$ cat src/rtl/id_stage_pipe.sv
// id_stage_pipe: decode/operand stage of the pipelined core.
//   - REG_CNT x DATA_W register file with combinational reads.
//   - Per-register pending-write scoreboard that stalls fetch on RAW
//     hazards and on pending-counter overflow.
//   - ID/EX pipeline register with a valid/ready handshake on both sides.
// Optional feature macro: ID_WB_BYPASS_EN
//   defined   : a read of the register being written back this cycle
//               returns wb_data, and that writeback can clear a hazard
//               in the same cycle.
//   undefined : reads return stored contents only; a dependency resolved
//               by WB is released one cycle later.
//
// Handshake (both sides): a transfer happens on a clock edge where valid
// and ready are both high. Upstream: in_valid/in_ready, where in_ready is
// combinational and never depends on in_valid. Downstream: out_valid/ex_ready;
// while out_valid=1 and ex_ready=0 every out_* holds its value. flush
// overrides both sides: the ID/EX slot is emptied and nothing is accepted.
module id_stage_pipe #(
  parameter int DATA_W  = 16,
  parameter int REG_CNT = 8,
  parameter int ADDR_W  = 3,
  parameter int CTL_W   = 8,
  parameter int PEND_W  = 2
) (
  input  logic              clk,
  input  logic              rst,
  input  logic              in_valid,
  output logic              in_ready,
  input  logic [ADDR_W-1:0] rs_addr,
  input  logic [ADDR_W-1:0] rt_addr,
  input  logic [ADDR_W-1:0] rd_addr,
  input  logic              use_rs,
  input  logic              use_rt,
  input  logic              rf_wr,
  input  logic [DATA_W-1:0] imm,
  input  logic              immregsel,
  input  logic              inv_src0,
  input  logic              inv_src1,
  input  logic [CTL_W-1:0]  ctl_in,
  input  logic              wb_wr,
  input  logic [ADDR_W-1:0] wb_addr,
  input  logic [DATA_W-1:0] wb_data,
  input  logic              flush,
  input  logic              ex_ready,
  output logic              out_valid,
  output logic [DATA_W-1:0] out_src0,
  output logic [DATA_W-1:0] out_src1,
  output logic [DATA_W-1:0] out_store,
  output logic [ADDR_W-1:0] out_rd,
  output logic              out_rf_wr,
  output logic [CTL_W-1:0]  out_ctl,
  output logic              err
);

  localparam logic [PEND_W-1:0] PEND_MAX = '1;
  localparam logic [PEND_W-1:0] PEND_ONE = PEND_W'(1);

  // Architectural state.
  logic [DATA_W-1:0] rf       [REG_CNT];
  logic [PEND_W-1:0] pend     [REG_CNT];
  logic [PEND_W-1:0] pend_nxt [REG_CNT];

  // Register-file and scoreboard lookups for the current instruction.
  logic [DATA_W-1:0] rs_val;
  logic [DATA_W-1:0] rt_val;
  logic [PEND_W-1:0] rs_pend;
  logic [PEND_W-1:0] rt_pend;
  logic [PEND_W-1:0] rd_pend;
  logic [PEND_W-1:0] wb_pend;
  logic              wb_in_range;

  // Hazard and handshake terms.
  logic rs_wb_hit;
  logic rt_wb_hit;
  logic rd_wb_hit;
  logic rs_busy;
  logic rt_busy;
  logic rd_full;
  logic hazard;
  logic free;
  logic accept;
  logic err_set;

  // Operands presented to the ID/EX register.
  logic [DATA_W-1:0] src1_pre;
  logic [DATA_W-1:0] src0_d;
  logic [DATA_W-1:0] src1_d;

  // Decode every lookup by scanning the implemented registers, so any
  // address at or above REG_CNT naturally reads 0 with nothing pending.
  always_comb begin
    rs_val      = '0;
    rt_val      = '0;
    rs_pend     = '0;
    rt_pend     = '0;
    rd_pend     = '0;
    wb_pend     = '0;
    wb_in_range = 1'b0;
    for (int i = 0; i < REG_CNT; i++) begin
      if (rs_addr == ADDR_W'(i)) begin
        rs_val  = rf[i];
        rs_pend = pend[i];
      end
      if (rt_addr == ADDR_W'(i)) begin
        rt_val  = rf[i];
        rt_pend = pend[i];
      end
      if (rd_addr == ADDR_W'(i)) begin
        rd_pend = pend[i];
      end
      if (wb_addr == ADDR_W'(i)) begin
        wb_pend     = pend[i];
        wb_in_range = 1'b1;
      end
    end
`ifdef ID_WB_BYPASS_EN
    // Same-cycle forwarding of the value being written back.
    if (wb_wr && wb_in_range && (rs_addr == wb_addr)) begin
      rs_val = wb_data;
    end
    if (wb_wr && wb_in_range && (rt_addr == wb_addr)) begin
      rt_val = wb_data;
    end
`endif
  end

  assign rs_wb_hit = wb_wr && (wb_addr == rs_addr);
  assign rt_wb_hit = wb_wr && (wb_addr == rt_addr);
  assign rd_wb_hit = wb_wr && (wb_addr == rd_addr);

`ifdef ID_WB_BYPASS_EN
  // A source whose only outstanding writer retires this cycle is forwarded.
  assign rs_busy = use_rs && (rs_pend != '0) && !((rs_pend == PEND_ONE) && rs_wb_hit);
  assign rt_busy = use_rt && (rt_pend != '0) && !((rt_pend == PEND_ONE) && rt_wb_hit);
`else
  // Without forwarding the value only becomes readable after the edge.
  assign rs_busy = use_rs && (rs_pend != '0);
  assign rt_busy = use_rt && (rt_pend != '0);
`endif

  // A further writer cannot be counted while rd's counter is saturated,
  // unless a writeback to rd frees a slot on the same edge.
  assign rd_full = rf_wr && (rd_pend == PEND_MAX) && !rd_wb_hit;

  assign hazard   = rs_busy || rt_busy || rd_full;
  assign free     = !out_valid || ex_ready;
  assign in_ready = free && !hazard && !flush;
  assign accept   = in_valid && in_ready;

  // A writeback is unexpected if it targets a missing register or one with
  // no counted writer (a writer accepted on the same edge still counts).
  assign err_set = wb_wr &&
                   (!wb_in_range ||
                    ((wb_pend == '0) && !(accept && rf_wr && (rd_addr == wb_addr))));

  assign src1_pre = immregsel ? imm : rt_val;
  assign src0_d   = inv_src0 ? ~rs_val : rs_val;
  assign src1_d   = inv_src1 ? ~src1_pre : src1_pre;

  // Net the increment and both decrement sources per register; floor at 0.
  always_comb begin
    logic                inc;
    logic [1:0]          dec;
    logic [PEND_W:0]     sum;
    inc = 1'b0;
    dec = '0;
    sum = '0;
    for (int i = 0; i < REG_CNT; i++) begin
      inc = accept && rf_wr && (rd_addr == ADDR_W'(i));
      dec = {1'b0, (wb_wr && (wb_addr == ADDR_W'(i)))} +
            {1'b0, (flush && out_valid && out_rf_wr && (out_rd == ADDR_W'(i)))};
      sum = {1'b0, pend[i]} + (PEND_W+1)'(inc);
      if (sum < (PEND_W+1)'(dec)) begin
        pend_nxt[i] = '0;
      end else begin
        pend_nxt[i] = PEND_W'(sum - (PEND_W+1)'(dec));
      end
    end
  end

  // Register file writes, scoreboard counters and the sticky error flag.
  always_ff @(posedge clk) begin
    if (rst) begin
      for (int i = 0; i < REG_CNT; i++) begin
        rf[i]   <= '0;
        pend[i] <= '0;
      end
      err <= 1'b0;
    end else begin
      for (int i = 0; i < REG_CNT; i++) begin
        if (wb_wr && (wb_addr == ADDR_W'(i))) begin
          rf[i] <= wb_data;
        end
        pend[i] <= pend_nxt[i];
      end
      if (err_set) begin
        err <= 1'b1;
      end
    end
  end

  // ID/EX pipeline register: flush empties it, otherwise it refills
  // whenever the slot is free and holds while EX back-pressures.
  always_ff @(posedge clk) begin
    if (rst) begin
      out_valid <= 1'b0;
      out_src0  <= '0;
      out_src1  <= '0;
      out_store <= '0;
      out_rd    <= '0;
      out_rf_wr <= 1'b0;
      out_ctl   <= '0;
    end else if (flush) begin
      out_valid <= 1'b0;
    end else if (free) begin
      out_valid <= accept;
      if (accept) begin
        out_src0  <= src0_d;
        out_src1  <= src1_d;
        out_store <= rt_val;
        out_rd    <= rd_addr;
        out_rf_wr <= rf_wr;
        out_ctl   <= ctl_in;
      end
    end
  end

endmodule

$ cat config.mk
export PLATFORM = sky130hd
export DESIGN_NAME = id_stage_pipe
export DESIGN_NICKNAME = d
export VERILOG_FILES = /design/src/rtl/id_stage_pipe.sv
export SDC_FILE = /design/constraint.sdc
export NUM_CORES = 1
export LEC_CHECK = 0
export CAP_MARGIN = 5
export CELL_PAD_IN_SITES_DETAIL_PLACEMENT = 1
export CELL_PAD_IN_SITES_GLOBAL_PLACEMENT = 1
export CORE_MARGIN = 5
export CORE_UTILIZATION = 35
export CTS_CLUSTER_DIAMETER = 100
export CTS_CLUSTER_SIZE = 10
export DETAILED_ROUTE_END_ITERATION = 6
export PLACE_DENSITY = 0.7
export SETUP_SLACK_MARGIN = 0.05
export SLEW_MARGIN = 10
export SYNTH_ARGS = -nofsm -noshare
export SYNTH_HDL_FRONTEND = slang
export SYNTH_SLANG_ARGS = --single-unit
$ cat constraint.sdc
create_clock -name clk -period 4.1 [get_ports clk]
set_clock_uncertainty 0.2 [all_clocks]
set_input_delay 0.82 -clock clk [delete_from_list [all_inputs] [get_ports clk]]
set_output_delay 0.82 -clock clk [all_outputs]
set_load 0.02 [all_outputs]
Word-level counts from Yosys, hierarchy flattened. Memories as Yosys holds them, arrays and structs flattened. Index checks and enable logic that the tools add are counted.

Flip-flop bits (word level): 62. Bits in writable memories: 144. Output and inout port bits: 63. Logic and storage cells: 267. Memories kept: 2.

Memory list: rf (words 8, bits a word 16, rd ports 8, clocked after Yosys merged registers in 0, write ports 8, line 59) `logic [DATA_W-1:0] rf [REG_CNT];`; pend (words 8, bits a word 2, rd ports 8, clocked after Yosys merged registers in 0, write ports 8, line 60) `logic [PEND_W-1:0] pend [REG_CNT];`.

Add/sub/neg operators: 24. Order comparisons: 8. Eq/ne operators: 38. Mux-type cells: 110. Bitwise gates (word level): 19. Reductions and logical operators: 58.

Operator list (count): 16-bit two-way mux (27); 2-bit two-way mux (48); 3-bit equality test, second input constant (20); 1-bit logical AND (38); 1-bit two-way mux (35); 16-bit inverter (2); 3-bit by 2-bit equality test with 1-bit output, second input constant (10); 2-bit by 1-bit adder with 3-bit output (8); 3-bit by 2-bit < comparator with 1-bit output (8); 1-bit by 1-bit adder with 2-bit output (8); 1-bit OR (16); 2-bit subtractor (8); 3-bit by 1-bit equality test with 1-bit output, second input constant (5); 3-bit logical NOT (5); 3-bit equality test (2); 1-bit logical NOT (6); 1-bit logical OR (4); 2-bit nonzero test (2); 3-bit AND reduction (1); 2-bit equality test, second input constant (1); 2-bit logical NOT (1); 2-bit OR reduction (1); 1-bit inverter (1).

Longest topological paths before layout. Gate-level depths: netlist of run 1.

Depth after elaboration: 23. Gate-level depth with buffers: 16.

Worst setup path after synthesis of run 1. OpenSTA, ideal clock, no wires.

Kind: input port to flip-flop. From: in rd_addr[2]. To: mem pend[5][1], in the netlist pend[1][3]. Setup time: 116 ps. Arrival: 3276 ps. Data required time: 3784 ps. Slack: 509 ps. Cell stages on the path: 13. Buffers on the path: 3. Path through: buf_2 -> nand4b_1 -> o311ai_0 -> a221oi_2 -> o211a_1 -> buf_4 -> buf_6 -> o41ai_4 -> nor4_1 -> ha_1 -> fa_1 -> xnor2_1 -> and3_1.

RTL lines: from (decl) (line 31) `input logic [ADDR_W-1:0] rd_addr,`; to (decl) (line 60).

Worst setup path in the final report of run 1.
From: in rd_addr[1]. To: out in_ready.

Longest elaborated chain between the ends: 16. Elaborated cells between the ends (all ways): 26. Those cells by class: eq/ne: 9; mux: 8; reduce/logical: 9.

RTL lines: 3-bit logical NOT (line 108) `if (rd_addr == ADDR_W'(i)) begin`; 2-bit two-way mux (8 in a row) (line 108); 2-bit equality test (line 143) `assign rd_full = rf_wr && (rd_pend == PEND_MAX) && !rd_wb_hit;`; 1-bit logical AND (line 143); 1-bit logical AND * (line 143); 1-bit logical OR * (line 145) `assign hazard = rs_busy || rt_busy || rd_full;`; 1-bit logical NOT * (line 147) `assign in_ready = free && !hazard && !flush;`; 1-bit logical AND * (2 in a row) (line 147); to (decl) (line 28) `output logic in_ready,`.

Every way passes the cells marked *; elsewhere a longest branch is shown, timed or not.

==> results.cfg, run 1 <==
[run_status]
run_status = finished, final reports clean

[clock_tree]
cts_tree = done
clk_pin_slew_worst_paths_ps = 50
cts_buffers = 24
clock_sinks = 206
cts-root-buf = clkbuf_16
holdBufCountCts = 0
clock_tree.buffer_depth = 3
clock_insertion_delay_worst_skew_ps = 530
htree_num_levels = 1

[synthesis]
edff_count_synth = 128
synth_nets = 1191
synth_cell_types = 81
synthesis.yosys.warnings = 0
ys.flop_type = edfxtp_1
synth.avg_cell_area_sq_um = 10.6
syn-instance-count = 1087
synth-async-reset-ratio_pct = 0
sequential_fraction_of_the_synthesis_area_pct = 47.0
post_synth_instance_area_sq_mm = 0.0115
synth.ff_latch_count = 206

[routing]
routed_via_count_divided_by_cell_count = 5.53
route.antenna.remaining_nets = 0
detail_route.drc_violations = 0
drt-total-wl_mm = 38.9
dr.first_iter.drc_count = 552
post_drt_wl_per_cell_um = 23.4
via_count = 9220
drt_pass1_iterations = 4

[power]
worst_ir_drop_vdd_mv = 0.253
leak_pwr_nw = 5.26
report.power.total_mw = 5.32
total_power_divided_by_cell_area_mw_per_mm2 = 382

[grt]
grt_util_all_layers_pct = 20.8
grt_first_pass_wirelength_mm = 58.7
grt_max_degree = 56
overflow = 0
vias_in_the_first_global_route = 9879
number_of_antenna_violations_at_the_first_check_in_global_routing = 1

[timing]
fmaxAchievable_ghz = 0.252
final.period_utilization_pct = 96.8
final_critical_path_setup_slack_ps = 130
hold_viol_final = 0
slew_viol_final = 0
worst_slew_pin_slew_ps = 1190
timing.max_slew.rel_slack_pct = 20.3
unrepaired_setup_endpoints_after_global_routing = no
finalSetupViolCount = 0
final.min_clock_period_ps = 3970

[finish]
instances_no_fill = 1666
fraction_of_final_layout_cells_with_drive_strength_greater_than_1_pct = 11.5
final_nets = 1312
layout.cells.most_common_list = 133 x nor2_1, 128 x edfxtp_1, 120 x clkdlybuf4s50_1
fin_area_sq_mm = 0.0139
mostFrequentLayoutCell = nor2_1
synth_to_final_area_change_pct = 21.2
fillers = 3610

[floorplanning]
initial_utilization_pct = 35.4
die_w_um = 191
floorplan.die.height_um = 191
dieArea_sq_mm = 0.0366
placementRows = 66
coreArea_sq_mm = 0.0325
ports_placed_on_the_boundary = 127

[place]
finalWeightedCongestion = 0.872
dp_hpwl_mm = 26.8
place_area_sq_mm = 0.0133
post-place-cells = 1624
port_buffers = 126
preCtsSetupSlack_ps = -160

[critical_path]
path_delay_family = buffers and inverters
path_class = input pin to primary output
startpoint_type = input pin
worstPathMaxFanout = 10
path_common_cell = clkdlybuf4s50_1
timing.critical_path.slowest_cell_delay_ps = 600
worst_ep_required_time_ps = 3080
cpMaxStageDelayCell = clkdlybuf4s50_1
crit_arrival_ps = 2950
crit_path_end_kind = primary output
critical_path.cell_chain = clkdlybuf4s50_1 -> buf_4 -> xnor2_1 -> nand4_1 -> nand3_1 -> o211a_2 -> o41ai_4 -> inv_1 -> clkdlybuf4s50_1
path_buf_inv = 4

[min_path]
hold_path_class = flop to flop

[run]
max-cap-violations = 0
-- area by class of cell --
cell class,instances,area [sq um],share of cell area [%]
inverters,56,210,1.51
repair buffers,183,1690,12.1
clock inverters,2,21.3,0.153
well taps,442,553,3.97
clock buffers,39,657,4.71
multi-input cells,737,5410,38.8
diodes,1,2.50,0.0179
flip-flops and latches,206,5410,38.8
-- path summary, 6_finish.rpt --
path / slack [ps] / from / end / cells after the start
worst max register to register: 790 / pend[1][7] / pend[0][1] / 11
worst max-delay path: 130 / rd_addr[1] / in_ready / 9
worst min-delay path: 280 / out_src0[14] / out_src0[14] / 2
worst min register to register: 280 / out_src0[14] / out_src0[14] / 2
-- synthesized netlist by cell type (30+ instances only) --
cell	count	area share, %
nor2_1	133	4.3
edfxtp_1	128	33
dfxtp_1	78	14
a21oi_1	68	3.0
mux2i_1	63	5.5
inv_1	55	1.8
nand2_1	44	1.4
clkbuf_1	41	1.3
o22ai_1	34	1.8
ha_1	32	3.5
nor3_1	31	1.3
o21ai_0	30	1.3
-- flip-flops by register name (all words and copies together), names as in the netlist --
signal,flops
rf,128
out_src0,16
out_src1,16
out_store,16
pend,16
out_ctl,8
out_rd,3
err,1
out_rf_wr,1
out_valid,1
-- per-stage QoR --
step	hold WS (ps)	utilization (%)	TNS (ps)
after global placement	259	40.8	-35.3
after detailed placement	269	40.8	-404
after floorplan	333	-	0
final	277	42.9	0
after CTS	277	42.9	0
after global routing	307	42.9	0
-- timing repair --
action,in CTS,in global routing
setup buffers,0,0
setup endpoints to repair,1,0
gates resized for setup,2,0
-- worst register-to-register path: stages (launching register included) --
cell and delay (ps):
dfxtp_1 410, nor3b_1 230, o21ai_0 130, a31oi_1 280
o211a_2 270, o41ai_4 110, buf_4 180, nor3_1 310
ha_1 280, fa_1 450, xnor2_1 160, and3_1 190
-- metal layers --
layer / up-vias / wire length, um / track usage [%]
li1: 4251 / - / -
met4: 0 / 1250 / 6.88
met5: - / 0 / 0
met3: 75 / 2500 / 3.56
met2: 305 / 18200 / 34.4
met1: 4589 / 17000 / 27.7
-- where the power goes --
group | switching [mW] | internal [mW] | total [mW] | leakage, nW
clock network | 0.833 | 1.09 | 1.92 | 0.324
logic | 0.565 | 0.401 | 0.966 | 3.06
registers | 0.0850 | 2.35 | 2.43 | 1.88
-- logic make-up after synthesis --
family	after synthesis	share of synthesized area [%]
flops	206	47.0
mux	93	11.0
buf+inv	144	6.10
compound gates	248	14.8
simple gates	317	13.3
xor+xnor	39	2.97
fa+ha+maj	40	4.87
Note: power is estimated with default switching activity, not from simulation.
==> inputs of run 2 (changes only) <==
--- a/config.mk
+++ b/config.mk
@@ -14,8 +14,10 @@
 export CTS_CLUSTER_SIZE = 10
 export DETAILED_ROUTE_END_ITERATION = 6
 export PLACE_DENSITY = 0.7
+export RECOVER_POWER = 50
 export SETUP_SLACK_MARGIN = 0.05
-export SLEW_MARGIN = 10
+export SLEW_MARGIN = 20
 export SYNTH_ARGS = -nofsm -noshare
 export SYNTH_HDL_FRONTEND = slang
 export SYNTH_SLANG_ARGS = --single-unit
+export TNS_END_PERCENT = 100
==> run 2 against run 1 <==
The flow now finishes with violations (capacitance limit, slew limit). Clock power is essentially flat. Via count up 0.21%. Clock-buffer cell count unchanged. Routed wire length about the same. Utilization is essentially flat. Combinational power is 1% lower. Die area unchanged. Final area barely moved. First-iteration DRC count rose by 9.1%. Critical path type unchanged. Critical endpoint unchanged. Largest power group unchanged.
==> results.cfg, run 2 (synthesized netlist as in run 1, its figures left out) <==
[run_status]
run_status = finished with violations
violated_checks = capacitance limit, slew limit

[finish]
flip_flop_count_of_the_largest_register_all_copies_and_words_added = 128
instances_no_fill = 1666
layout.cells.most_common_list = 133 x nor2_1, 128 x edfxtp_1, 83 x clkdlybuf4s50_1
largest_register = rf
synth_to_final_area_change_pct = 21.0
fillers = 3613
mostFrequentLayoutCell = nor2_1
final_nets = 1312
fraction_of_final_layout_cells_with_drive_strength_greater_than_1_pct = 11.3
utilization_pct = 42.8

[power]
total_power_divided_by_cell_area_mw_per_mm2 = 381
worst_ir_drop_vdd_mv = 0.253
p_seq_share_pct = 45.8
switchingPower_mw = 1.48
power.share.combinational_pct = 18.0
internal-power_mw = 3.83
switching_share_pct = 27.9
leak_pwr_nw = 5.36
clkPwrFrac_pct = 36.2

[critical_path]
path_class = input pin to primary output
crit_arrival_ps = 2950
crit_path_end_kind = primary output
worst_ep_required_time_ps = 3080
worstPathMaxFanout = 10
worst-r2r-setup-slack_ps = 760
startpoint_type = input pin

[floorplanning]
ports_placed_on_the_boundary = 127
coreArea_sq_mm = 0.0325
placementRows = 66
die_w_um = 191
floorplan.die.height_um = 191
initial_utilization_pct = 35.4
dieArea_sq_mm = 0.0366

[routing]
routed_via_count_divided_by_cell_count = 5.55
post_drt_wl_per_cell_um = 23.3
detail_route.drc_violations = 0
via_count = 9239
route.antenna.remaining_nets = 0
drt-total-wl_mm = 38.9
drt_pass1_iterations = 4
dr.first_iter.drc_count = 602

[grt]
vias_in_the_first_global_route = 9879
number_of_antenna_violations_at_the_first_check_in_global_routing = 1
grt_util_all_layers_pct = 20.8
overflow = 0
grt_first_pass_wirelength_mm = 58.7
grt_max_degree = 56

[timing]
final.hold.worst_slack_ps = 272
worst_slew_pin_slew_ps = 1660
finalSetupViolCount = 0
timing.max_slew.rel_slack_pct = -10.5
hold_viol_final = 0
fmaxAchievable_ghz = 0.252
slew_viol_final = 33
final.min_clock_period_ps = 3970
unrepaired_setup_endpoints_after_global_routing = no
final.period_utilization_pct = 96.9

[clock_tree]
cts_buffers = 24
cts-root-buf = clkbuf_16
cts_tree = done
clock_insertion_delay_worst_skew_ps = 530
htree_num_levels = 1
clock_tree.buffer_depth = 3
clk_pin_slew_worst_paths_ps = 50
clock_sinks = 206

[place]
dp_hpwl_mm = 26.8
post-place-cells = 1624
finalWeightedCongestion = 0.872
port_buffers = 126

[run]
max-cap-violations = 1

[min_path]
hold_path_class = flop to flop
==> run 2: cell count changes in the layout (fill, tap and decap cells not counted) <==
| cell | before | now |
|---|---|---|
| inv_2 | 1 | 0 |
| clkbuf_1 | 15 | 18 |
| clkdlybuf4s50_1 | 120 | 83 |
| clkbuf_2 | 0 | 3 |
| o21ai_1 | 8 | 6 |
| nor2b_2 | 0 | 1 |
| nor2b_1 | 4 | 3 |
| buf_4 | 55 | 50 |
| o21ai_0 | 28 | 30 |
| buf_2 | 4 | 3 |
| inv_1 | 55 | 56 |
| dlygate4sd3_1 | 0 | 37 |
==> run 2: repair_timing <==
item / CTS / global route
gates resized for setup: 2 / 0
hold buffers: 0 / 0
buffers inserted: 0 / 0
endpoints found under the setup margin: 1 / 0
==> run 2: layout make-up <==
| type | instances | area, sq um | area share (%) |
|---|---|---|---|
| Multi-Input combinational cell | 737 | 5410 | 38.8 |
| Sequential cell | 206 | 5410 | 38.8 |
| Timing Repair Buffer | 183 | 1680 | 12.0 |
| Clock buffer | 39 | 657 | 4.71 |
| Tap cell | 442 | 553 | 3.97 |
| Inverter | 56 | 210 | 1.51 |
| Clock inverter | 2 | 21.3 | 0.153 |
| Antenna cell | 1 | 2.50 | 0.0180 |
==> run 2: per-stage QoR <==
stage	TNS, ps	setup WS, ps	instance area [sq um]	total power, mW
detailed placement	-404	-160	13300	3.44
global route	0	63.9	13900	5.53
finish	0	128	13900	5.31
global placement	-35.3	-35.3	13300	3.41
floorplan	0	509	11500	3.04
CTS	0	143	13900	5.37
==> run 2: layer usage <==
metal  routed length (um)  vias to the layer above  global-route usage, %
met3                 2580                       71                   3.56
li1                     -                     4248                      -
met5                    0                        -                      0
met1                16900                     4599                   27.7
met4                 1230                        0                   6.88
met2                18100                      321                   34.4
==> run 2: critical path, stage by stage <==
cell	delay, ps
clkdlybuf4s50_1	500
buf_4	190
xnor2_1	160
nand4_1	130
nand3_1	130
o211a_2	230
o41ai_4	110
inv_1	80
clkdlybuf4s50_1	600
==> run 2: power groups by stage <==
stage / sequential [mW] / clock, mW / combinational [mW]
6_report: 2.43 / 1.92 / 0.954
5_1_grt: 2.45 / 2.05 / 1.02
4_1_cts: 2.43 / 1.97 / 0.971
3_5_place_dp: 2.47 / 0 / 0.966
3_3_place_gp: 2.47 / 0 / 0.949
2_1_floorplan: 2.50 / 0 / 0.535
==> run 2: path summary, 6_finish.rpt <==
check | start | endpoint | cells after the start
setup reg to reg | pend[1][7] | pend[0][1] | 11
hold reg to reg | out_ctl[2] | out_ctl[2] | 2
setup / recovery | rd_addr[1] | in_ready | 9
hold / removal | out_ctl[2] | out_ctl[2] | 2
